### src/rtl/fetch_pkg.sv
// Shared types and constants for the instruction fetch stage.
package fetch_pkg;

    // Fetch sequencer states.
    //   BOOT  : one idle cycle after reset, no request issued.
    //   RUN   : normal sequential fetching.
    //   FLUSH : one-cycle flush pulse to memory after a redirect.
    typedef enum logic [1:0] {
        BOOT  = 2'd0,
        RUN   = 2'd1,
        FLUSH = 2'd2
    } fetch_state_t;

    // One instruction buffer entry: the fetched word and the PC it came from.
    typedef struct packed {
        logic [31:0] instr;
        logic [31:0] pc;
    } fetch_entry_t;

    // Size of one instruction word in bytes; the PC advances by this amount.
    localparam logic [31:0] INSTR_BYTES = 32'd4;

    // Force a byte address onto a word boundary (low address bits cleared).
    function automatic logic [31:0] word_align(input logic [31:0] addr);
        return addr & ~(INSTR_BYTES - 32'd1);
    endfunction

endpackage : fetch_pkg

### src/rtl/fetch_fifo.sv
// Synchronous FIFO of fetch entries used as the instruction buffer.
// Pointers wrap naturally; count carries one extra bit so full and empty
// are distinguishable. Push when full and pop when empty are ignored.
// Clear empties the buffer and takes priority over push and pop.
module fetch_fifo
    import fetch_pkg::*;
#(
    parameter int DEPTH = 4
) (
    input  logic                      clk,
    input  logic                      rst,
    input  logic                      push_i,
    input  fetch_entry_t              push_data_i,
    input  logic                      pop_i,
    input  logic                      clear_i,
    output fetch_entry_t              head_o,
    output logic                      full_o,
    output logic                      empty_o,
    output logic [$clog2(DEPTH):0]    count_o
);

    localparam int PW = $clog2(DEPTH);
    localparam int CW = PW + 1;

    fetch_entry_t   mem_q [DEPTH];
    logic [PW-1:0]  wr_ptr_q, wr_ptr_d;
    logic [PW-1:0]  rd_ptr_q, rd_ptr_d;
    logic [CW-1:0]  count_q,  count_d;

    logic           do_push;
    logic           do_pop;

    assign full_o  = (count_q == CW'(DEPTH));
    assign empty_o = (count_q == '0);
    assign count_o = count_q;
    assign head_o  = mem_q[rd_ptr_q];

    // Qualify requests: never write a full buffer or read an empty one.
    assign do_push = push_i && !full_o && !clear_i;
    assign do_pop  = pop_i  && !empty_o && !clear_i;

    // Next-state for pointers and occupancy.
    always_comb begin
        wr_ptr_d = wr_ptr_q;
        rd_ptr_d = rd_ptr_q;
        count_d  = count_q;
        if (clear_i) begin
            wr_ptr_d = '0;
            rd_ptr_d = '0;
            count_d  = '0;
        end else begin
            if (do_push) begin
                wr_ptr_d = wr_ptr_q + PW'(1);
            end
            if (do_pop) begin
                rd_ptr_d = rd_ptr_q + PW'(1);
            end
            case ({do_push, do_pop})
                2'b10:   count_d = count_q + CW'(1);
                2'b01:   count_d = count_q - CW'(1);
                default: count_d = count_q;
            endcase
        end
    end

    // Pointer and occupancy registers.
    always_ff @(posedge clk) begin
        if (rst) begin
            wr_ptr_q <= '0;
            rd_ptr_q <= '0;
            count_q  <= '0;
        end else begin
            wr_ptr_q <= wr_ptr_d;
            rd_ptr_q <= rd_ptr_d;
            count_q  <= count_d;
        end
    end

    // Entry storage; contents are only meaningful while counted as occupied.
    always_ff @(posedge clk) begin
        if (do_push) begin
            mem_q[wr_ptr_q] <= push_data_i;
        end
    end

endmodule : fetch_fifo

### src/rtl/instr_fetch_stage.sv
// Front-end fetch stage: owns the PC, issues sequential word fetches to
// instruction memory (at most one outstanding), buffers returned words with
// their PCs and presents them to decode. A redirect from execute squashes
// all wrong-path state and pulses a flush to memory.
//
// Handshakes (both use the same rule): a transfer happens on a rising edge
// where the producer's valid and the consumer's ready are both high. Valid
// never depends on ready, and while valid is high and ready is low the
// presented payload holds stable.
//   memory : valid = instr_mem_en_o, ready = instr_ready_i,
//            payload = instr_mem_address_o; the word returns on
//            instr_mem_read_i exactly one cycle after acceptance.
//   decode : valid = instr_valid_o, ready = instr_ready_i_dec,
//            payload = instr_o / instr_pc_o.
module instr_fetch_stage
    import fetch_pkg::*;
#(
    parameter logic [31:0] RESET_PC   = 32'h0000_0000,
    parameter int          FIFO_DEPTH = 4
) (
    input  logic        clk,
    input  logic        rst,
    input  logic        instr_ready_i,
    output logic        instr_mem_en_o,
    output logic [31:0] instr_mem_address_o,
    input  logic [31:0] instr_mem_read_i,
    output logic        instr_mem_flush_o,
    input  logic        redirect_i,
    input  logic [31:0] redirect_pc_i,
    output logic        instr_valid_o,
    output logic [31:0] instr_o,
    output logic [31:0] instr_pc_o,
    input  logic        instr_ready_i_dec
);

    localparam int CW = $clog2(FIFO_DEPTH) + 1;

    // Sequencer state
    fetch_state_t  state_q, state_d;

    // Fetch datapath state
    logic [31:0]   pc_q, pc_d;
    logic          inflight_q, inflight_d;
    logic [31:0]   req_pc_q, req_pc_d;

    // Control
    logic          redirect_take;
    logic          credit_ok;
    logic          fetch_en;
    logic          flush_pulse;
    logic          req_accept;

    // Instruction buffer interface
    logic          fifo_push;
    logic          fifo_pop;
    logic          fifo_clear;
    logic          fifo_full;
    logic          fifo_empty;
    logic [CW-1:0] fifo_count;
    fetch_entry_t  fifo_wdata;
    fetch_entry_t  fifo_head;

    // A redirect is honoured in every state except the post-reset idle cycle.
    assign redirect_take = redirect_i && (state_q != BOOT);

    // Credit check: buffered entries plus the outstanding request must leave
    // room, so a returning word always has a slot to land in.
    assign credit_ok = ({1'b0, fifo_count} + (CW+1)'(inflight_q))
                       < (CW+1)'(FIFO_DEPTH);

    // Sequencer next state and its control outputs.
    always_comb begin
        state_d     = state_q;
        fetch_en    = 1'b0;
        flush_pulse = 1'b0;
        case (state_q)
            BOOT: begin
                state_d = RUN;
            end
            RUN: begin
                fetch_en = credit_ok && !redirect_i;
            end
            FLUSH: begin
                flush_pulse = 1'b1;
                state_d     = RUN;
            end
            default: begin
                state_d = BOOT;
            end
        endcase
        if (redirect_take) begin
            state_d = FLUSH;
        end
    end

    // Sequencer state register.
    always_ff @(posedge clk) begin
        if (rst) begin
            state_q <= BOOT;
        end else begin
            state_q <= state_d;
        end
    end

    // Request acceptance does not feed back into fetch_en, keeping en
    // independent of the memory's ready.
    assign req_accept = fetch_en && instr_ready_i;

    // PC and outstanding-request tracking; redirect overrides everything.
    always_comb begin
        pc_d       = pc_q;
        inflight_d = 1'b0;
        req_pc_d   = req_pc_q;
        if (redirect_take) begin
            pc_d       = word_align(redirect_pc_i);
            inflight_d = 1'b0;
        end else if (req_accept) begin
            pc_d       = pc_q + INSTR_BYTES;
            inflight_d = 1'b1;
            req_pc_d   = pc_q;
        end
    end

    // PC and outstanding-request registers.
    always_ff @(posedge clk) begin
        if (rst) begin
            pc_q       <= RESET_PC;
            inflight_q <= 1'b0;
            req_pc_q   <= '0;
        end else begin
            pc_q       <= pc_d;
            inflight_q <= inflight_d;
            req_pc_q   <= req_pc_d;
        end
    end

    // The word on the read bus belongs to the request accepted last cycle.
    // A redirect in the same cycle discards it and voids any decode pop.
    assign fifo_wdata.instr = instr_mem_read_i;
    assign fifo_wdata.pc    = req_pc_q;
    assign fifo_push        = inflight_q && !redirect_take && !fifo_full;
    assign fifo_pop         = instr_ready_i_dec && !redirect_take;
    assign fifo_clear       = redirect_take;

    fetch_fifo #(
        .DEPTH (FIFO_DEPTH)
    ) u_fifo (
        .clk         (clk),
        .rst         (rst),
        .push_i      (fifo_push),
        .push_data_i (fifo_wdata),
        .pop_i       (fifo_pop),
        .clear_i     (fifo_clear),
        .head_o      (fifo_head),
        .full_o      (fifo_full),
        .empty_o     (fifo_empty),
        .count_o     (fifo_count)
    );

    // Memory side
    assign instr_mem_en_o      = fetch_en;
    assign instr_mem_address_o = pc_q;
    assign instr_mem_flush_o   = flush_pulse;

    // Decode side; payload reads as zero while nothing is buffered so stale
    // storage never leaks out after reset or a squash.
    assign instr_valid_o = !fifo_empty;
    assign instr_o       = fifo_empty ? 32'h0 : fifo_head.instr;
    assign instr_pc_o    = fifo_empty ? 32'h0 : fifo_head.pc;

endmodule : instr_fetch_stage

### config.mk
export PLATFORM = sky130hd
export DESIGN_NAME = instr_fetch_stage
export DESIGN_NICKNAME = d
export VERILOG_FILES = /design/src/rtl/fetch_pkg.sv /design/src/rtl/fetch_fifo.sv /design/src/rtl/instr_fetch_stage.sv
export SDC_FILE = /design/constraint.sdc
export NUM_CORES = 1
export LEC_CHECK = 0
export CAP_MARGIN = 20
export CORE_AREA = 10 10 172 174
export DETAILED_ROUTE_END_ITERATION = 16
export DIE_AREA = 0 0 182 184
export MAX_ROUTING_LAYER = met4
export PLACE_DENSITY_LB_ADDON = 0.3
export SLEW_MARGIN = 5
export SYNTH_ARGS = -nofsm -noshare
export SYNTH_HDL_FRONTEND = slang
export SYNTH_SLANG_ARGS = --single-unit
export TNS_END_PERCENT = 1
### constraint.sdc
create_clock -name clk -period 3.55 [get_ports clk]
set_input_delay 0.71 -clock clk [delete_from_list [all_inputs] [get_ports clk]]
set_output_delay 0.71 -clock clk [all_outputs]
set_load 0.005 [all_outputs]
==> flow_summary.toml <==
[detailed_routing]
route.final.wire_length_um = 29260
vias = 7661
vias_per_cell = 5.617
drt_iter0_markers = 500
drc = 0
ant_nets = 0
wire_per_inst_um = 21.45
first_pass_iters = 5

[layout]
multi_input_area_um2 = 3650
drive_gt1_share_pct = 15.65
n_antenna_cell = 0
fill_cells = 1952
area_delta_synth_final_pct = 23.93
seq_area_um2 = 8896
layout.nets = 1080
postLayoutCellArea_um2 = 15870

[logic_synthesis]
synth_edf_count = 248
ys_seq_elements = 320
async_reset_ff_share_pct = 0
synth_simple_gate_area_share_pct = 10.35
syn_area_um2 = 12810
avgSynthCellArea_um2 = 15.39
synth-compound-area-share_pct = 5.178
synth_top_family_by_area = "multiplexers"
yosysUniqueCellTypes = 54
synth.area.mux_share_pct = 11.61
synth-xor-area-share_pct = 0.3419
ys.flop_type = "edfxtp_1"
ys_warn_count = 0
yosysSeqAreaShare_pct = 69.40
synth_cells = 832
synthAdderAreaFrac_pct = 0.8206

[job]
cap_violations = 0

[sta]
fin_crit_sh_pct = 92.71
tightestPinTransition_ns = 0.6210
hold_viol = 0
slew_viol_final = 0
fmax_mhz = 303.8
whs_ns = 0.5010
rsz0062_at_grt = "false"
clock_skew_ns = 0.01573
finalSetupViolations = 0
fin_setup_tns_ns = 0
max_slew_margin_pct = 58.60
min_period_ns = 3.291

[setup_path]
critPathCaptureType = "output pin"
critical_path.max_stage_delay_ns = 0.57
path_class = "flop to output pin"
path_cells = "buf_4 -> mux4_2 -> and2_1 -> clkdlybuf4s50_1"
crit_fanout = 12
cp.buffers_inverters = 2
critPathTopFamily = "buffers and inverters"
cp.required_ns = 2.84
crit_path_start_kind = "flop"
cp.arrival_ns = 2.58
slowest_stage = "mux4_2"

[cts]
cts_sinks = 320
clk_path_buf_depth = 3
clk_pin_slew_worst_paths_ns = 0.07
postCtsHoldBufs = 0
clock_latency_ns = 0.56
numCtsBuffers = 31
root_buffer = "clkbuf_16"
h-tree-depth = 1
cts_tree = "built"
cts_setup_buffers = 0
cts_resized = 0

[global_routing]
grt.overflow.total = 0
antenna_found_initial = 0
first_global_vias = 7725
grt_pass1_wl_um = 45020
grt_max_degree = 35
track_usage_pct = 17.45

[place]
placed_cell_area_um2 = 14910
hpwl_um = 19170
place.gp.congestion = 0.8851
portBuffers = 161

[die]
start_util_pct = 49.43
core_um2 = 25910
ios = 168
dieArea_um2 = 33490
die_x_um = 182
die_h_um = 184
rows = 59

[outcome]
status = "finished, final reports clean"

[pwr]
intPower_mw = 5.938
sw_frac_of_total_pct = 20.76
ir_drop_uv = 313.5
p_comb_share_pct = 4.4
pwr-share-clk_pct = 41.0
power_frac_seq_pct = 54.6
leakage_nw = 5.293
p_switching_mw = 1.556
p_per_area_nw_per_um2 = 472.2

[worst_hold_path]
hp-class = "flop to flop"
## placed cells by master, fill, tap and decap left out, drive strengths merged, types with 2 or more instances in the layout
| cell | synthesis | final |
|---|---|---|
| nand2b | 4 | 4 |
| nand4 | 11 | 11 |
| a21oi | 62 | 62 |
| a221oi | 3 | 3 |
| a21o | 3 | 3 |
| nand3 | 10 | 10 |
| and2 | 69 | 69 |
| clkdlybuf4s50 | 0 | 160 |
| clkinv | 0 | 12 |
| mux2 | 8 | 8 |
| xnor2 | 2 | 2 |
| nor4 | 7 | 7 |
| a31oi | 12 | 12 |
| o211ai | 2 | 2 |
| o21ai | 12 | 12 |
| nand2 | 94 | 94 |
| o311ai | 4 | 4 |
| xor2 | 3 | 3 |
| buf | 21 | 31 |
| and4 | 5 | 5 |
| dfxtp | 72 | 72 |
| conb | 1 | 4 |
| inv | 9 | 10 |
| o21a | 2 | 2 |
| clkinvlp | 0 | 3 |
| ha | 6 | 6 |
| nor2 | 25 | 25 |
| or4 | 3 | 3 |
| a41oi | 4 | 4 |
| edfxtp | 248 | 248 |
| clkbuf | 34 | 42 |
| nor3 | 5 | 5 |
| mux4 | 62 | 62 |
| and3 | 7 | 7 |
| or3 | 7 | 7 |
## logic make-up (layout without fill, tap and decap cells)
kind of cell	Yosys count	after routing
other	1	4
DFF	320	320
and+or+nand+nor	252	252
buffers and inverters	64	258
adders and majority gates	8	8
xor gates and xnor gates	5	5
muxes	70	70
AOI/OAI and AO/OA	112	112
## path summary, 6_finish.rpt
kind / from / end / slack, ns / depth (start not counted)
max: flop / instr_pc_o[11] / 0.26 / 4
min: req_pc_q[8]$_SDFFE_PP0P_ / req_pc_q[8]$_SDFFE_PP0P_ / 0.50 / 2
max reg2reg: instr_mem_address_o[7]$_SDFFE_PP0P_ / instr_mem_address_o[20]$_SDFFE_PP0P_ / 1.26 / 5
min reg2reg: req_pc_q[8]$_SDFFE_PP0P_ / req_pc_q[8]$_SDFFE_PP0P_ / 0.50 / 2
## stage by stage
step | setup WS [ns] | utilization [%] | cells | total power [mW]
2_1_floorplan | 0.3974 | - | 835 | 4.295
3_3_place_gp | 0.6090 | 57.53 | 1306 | 4.497
3_5_place_dp | 0.5943 | 57.53 | 1306 | 4.504
4_1_cts | 0.1672 | 61.25 | 1364 | 7.565
5_1_grt | 0.1317 | 61.25 | 1364 | 7.745
6_report | 0.2586 | 61.25 | 1364 | 7.494
## power by group through the flow
stage	combinational, mW	clock [mW]	sequential (mW)
floorplan	0.138	0	4.16
global placement	0.326	0	4.17
detailed placement	0.332	0	4.17
CTS	0.335	3.14	4.09
global route	0.361	3.29	4.10
finish	0.331	3.07	4.09
## area by class of cell
class	instances	area share (%)
repair buffers	191	12.01
multi-input cells	451	23.00
inverters	9	0.2128
flip-flops and latches	320	56.05
clock inverters	16	0.6149
clock buffers	42	5.471
well taps	335	2.641
## cell usage after synthesis, drive strengths merged, types with 2 or more instances
cell type    n  share of area [%]
a221oi       3               0.21
dfxtp       72                 11
ha           6               0.59
clkbuf      34                1.0
and3         7               0.34
o21a         2               0.12
inv          9               0.26
or3          7               0.34
nand3       10               0.43
xnor2        2               0.14
xor2         3               0.21
mux2         8               0.70
o211ai       2               0.12
buf         21                1.0
mux4        62                 11
nor2        25               0.73
a21oi       62                2.4
a21o         3               0.18
a31oi       12               0.59
a41oi        4               0.27
or4          3               0.18
and4         5               0.34
nor3         5               0.28
nand2       94                2.8
o311ai       4               0.27
and2        69                3.4
nand4       11               0.59
nand2b       4               0.20
o21ai       12               0.47
nor4         7               0.34
edfxtp     248                 58
## registers in the layout, indices dropped and copies added, names as in the netlist, named ones only
register / flops
req_pc_q: 30
inflight_q: 1
u_fifo.wr_ptr_q: 2
state_q: 2
u_fifo.mem_q: 248
instr_mem_address_o: 30
u_fifo.rd_ptr_q: 2
u_fifo.count_o: 3
## routing by layer
metal / up-vias / global-route usage (%) / wire [um]
met4: 0 / 3.938 / 456
met1: 3825 / 23.22 / 13090
met5: - / - / 0
met2: 271 / 26.85 / 13570
met3: 36 / 4.154 / 2138
li1: 3529 / - / -
## worst min-delay path, cell delays in order (launching register included)
cell and delay [ns]:
dfxtp_1 0.34, nand2_1 0.06, a21oi_1 0.05
No activity file was read; power rests on OpenSTA's default activity.
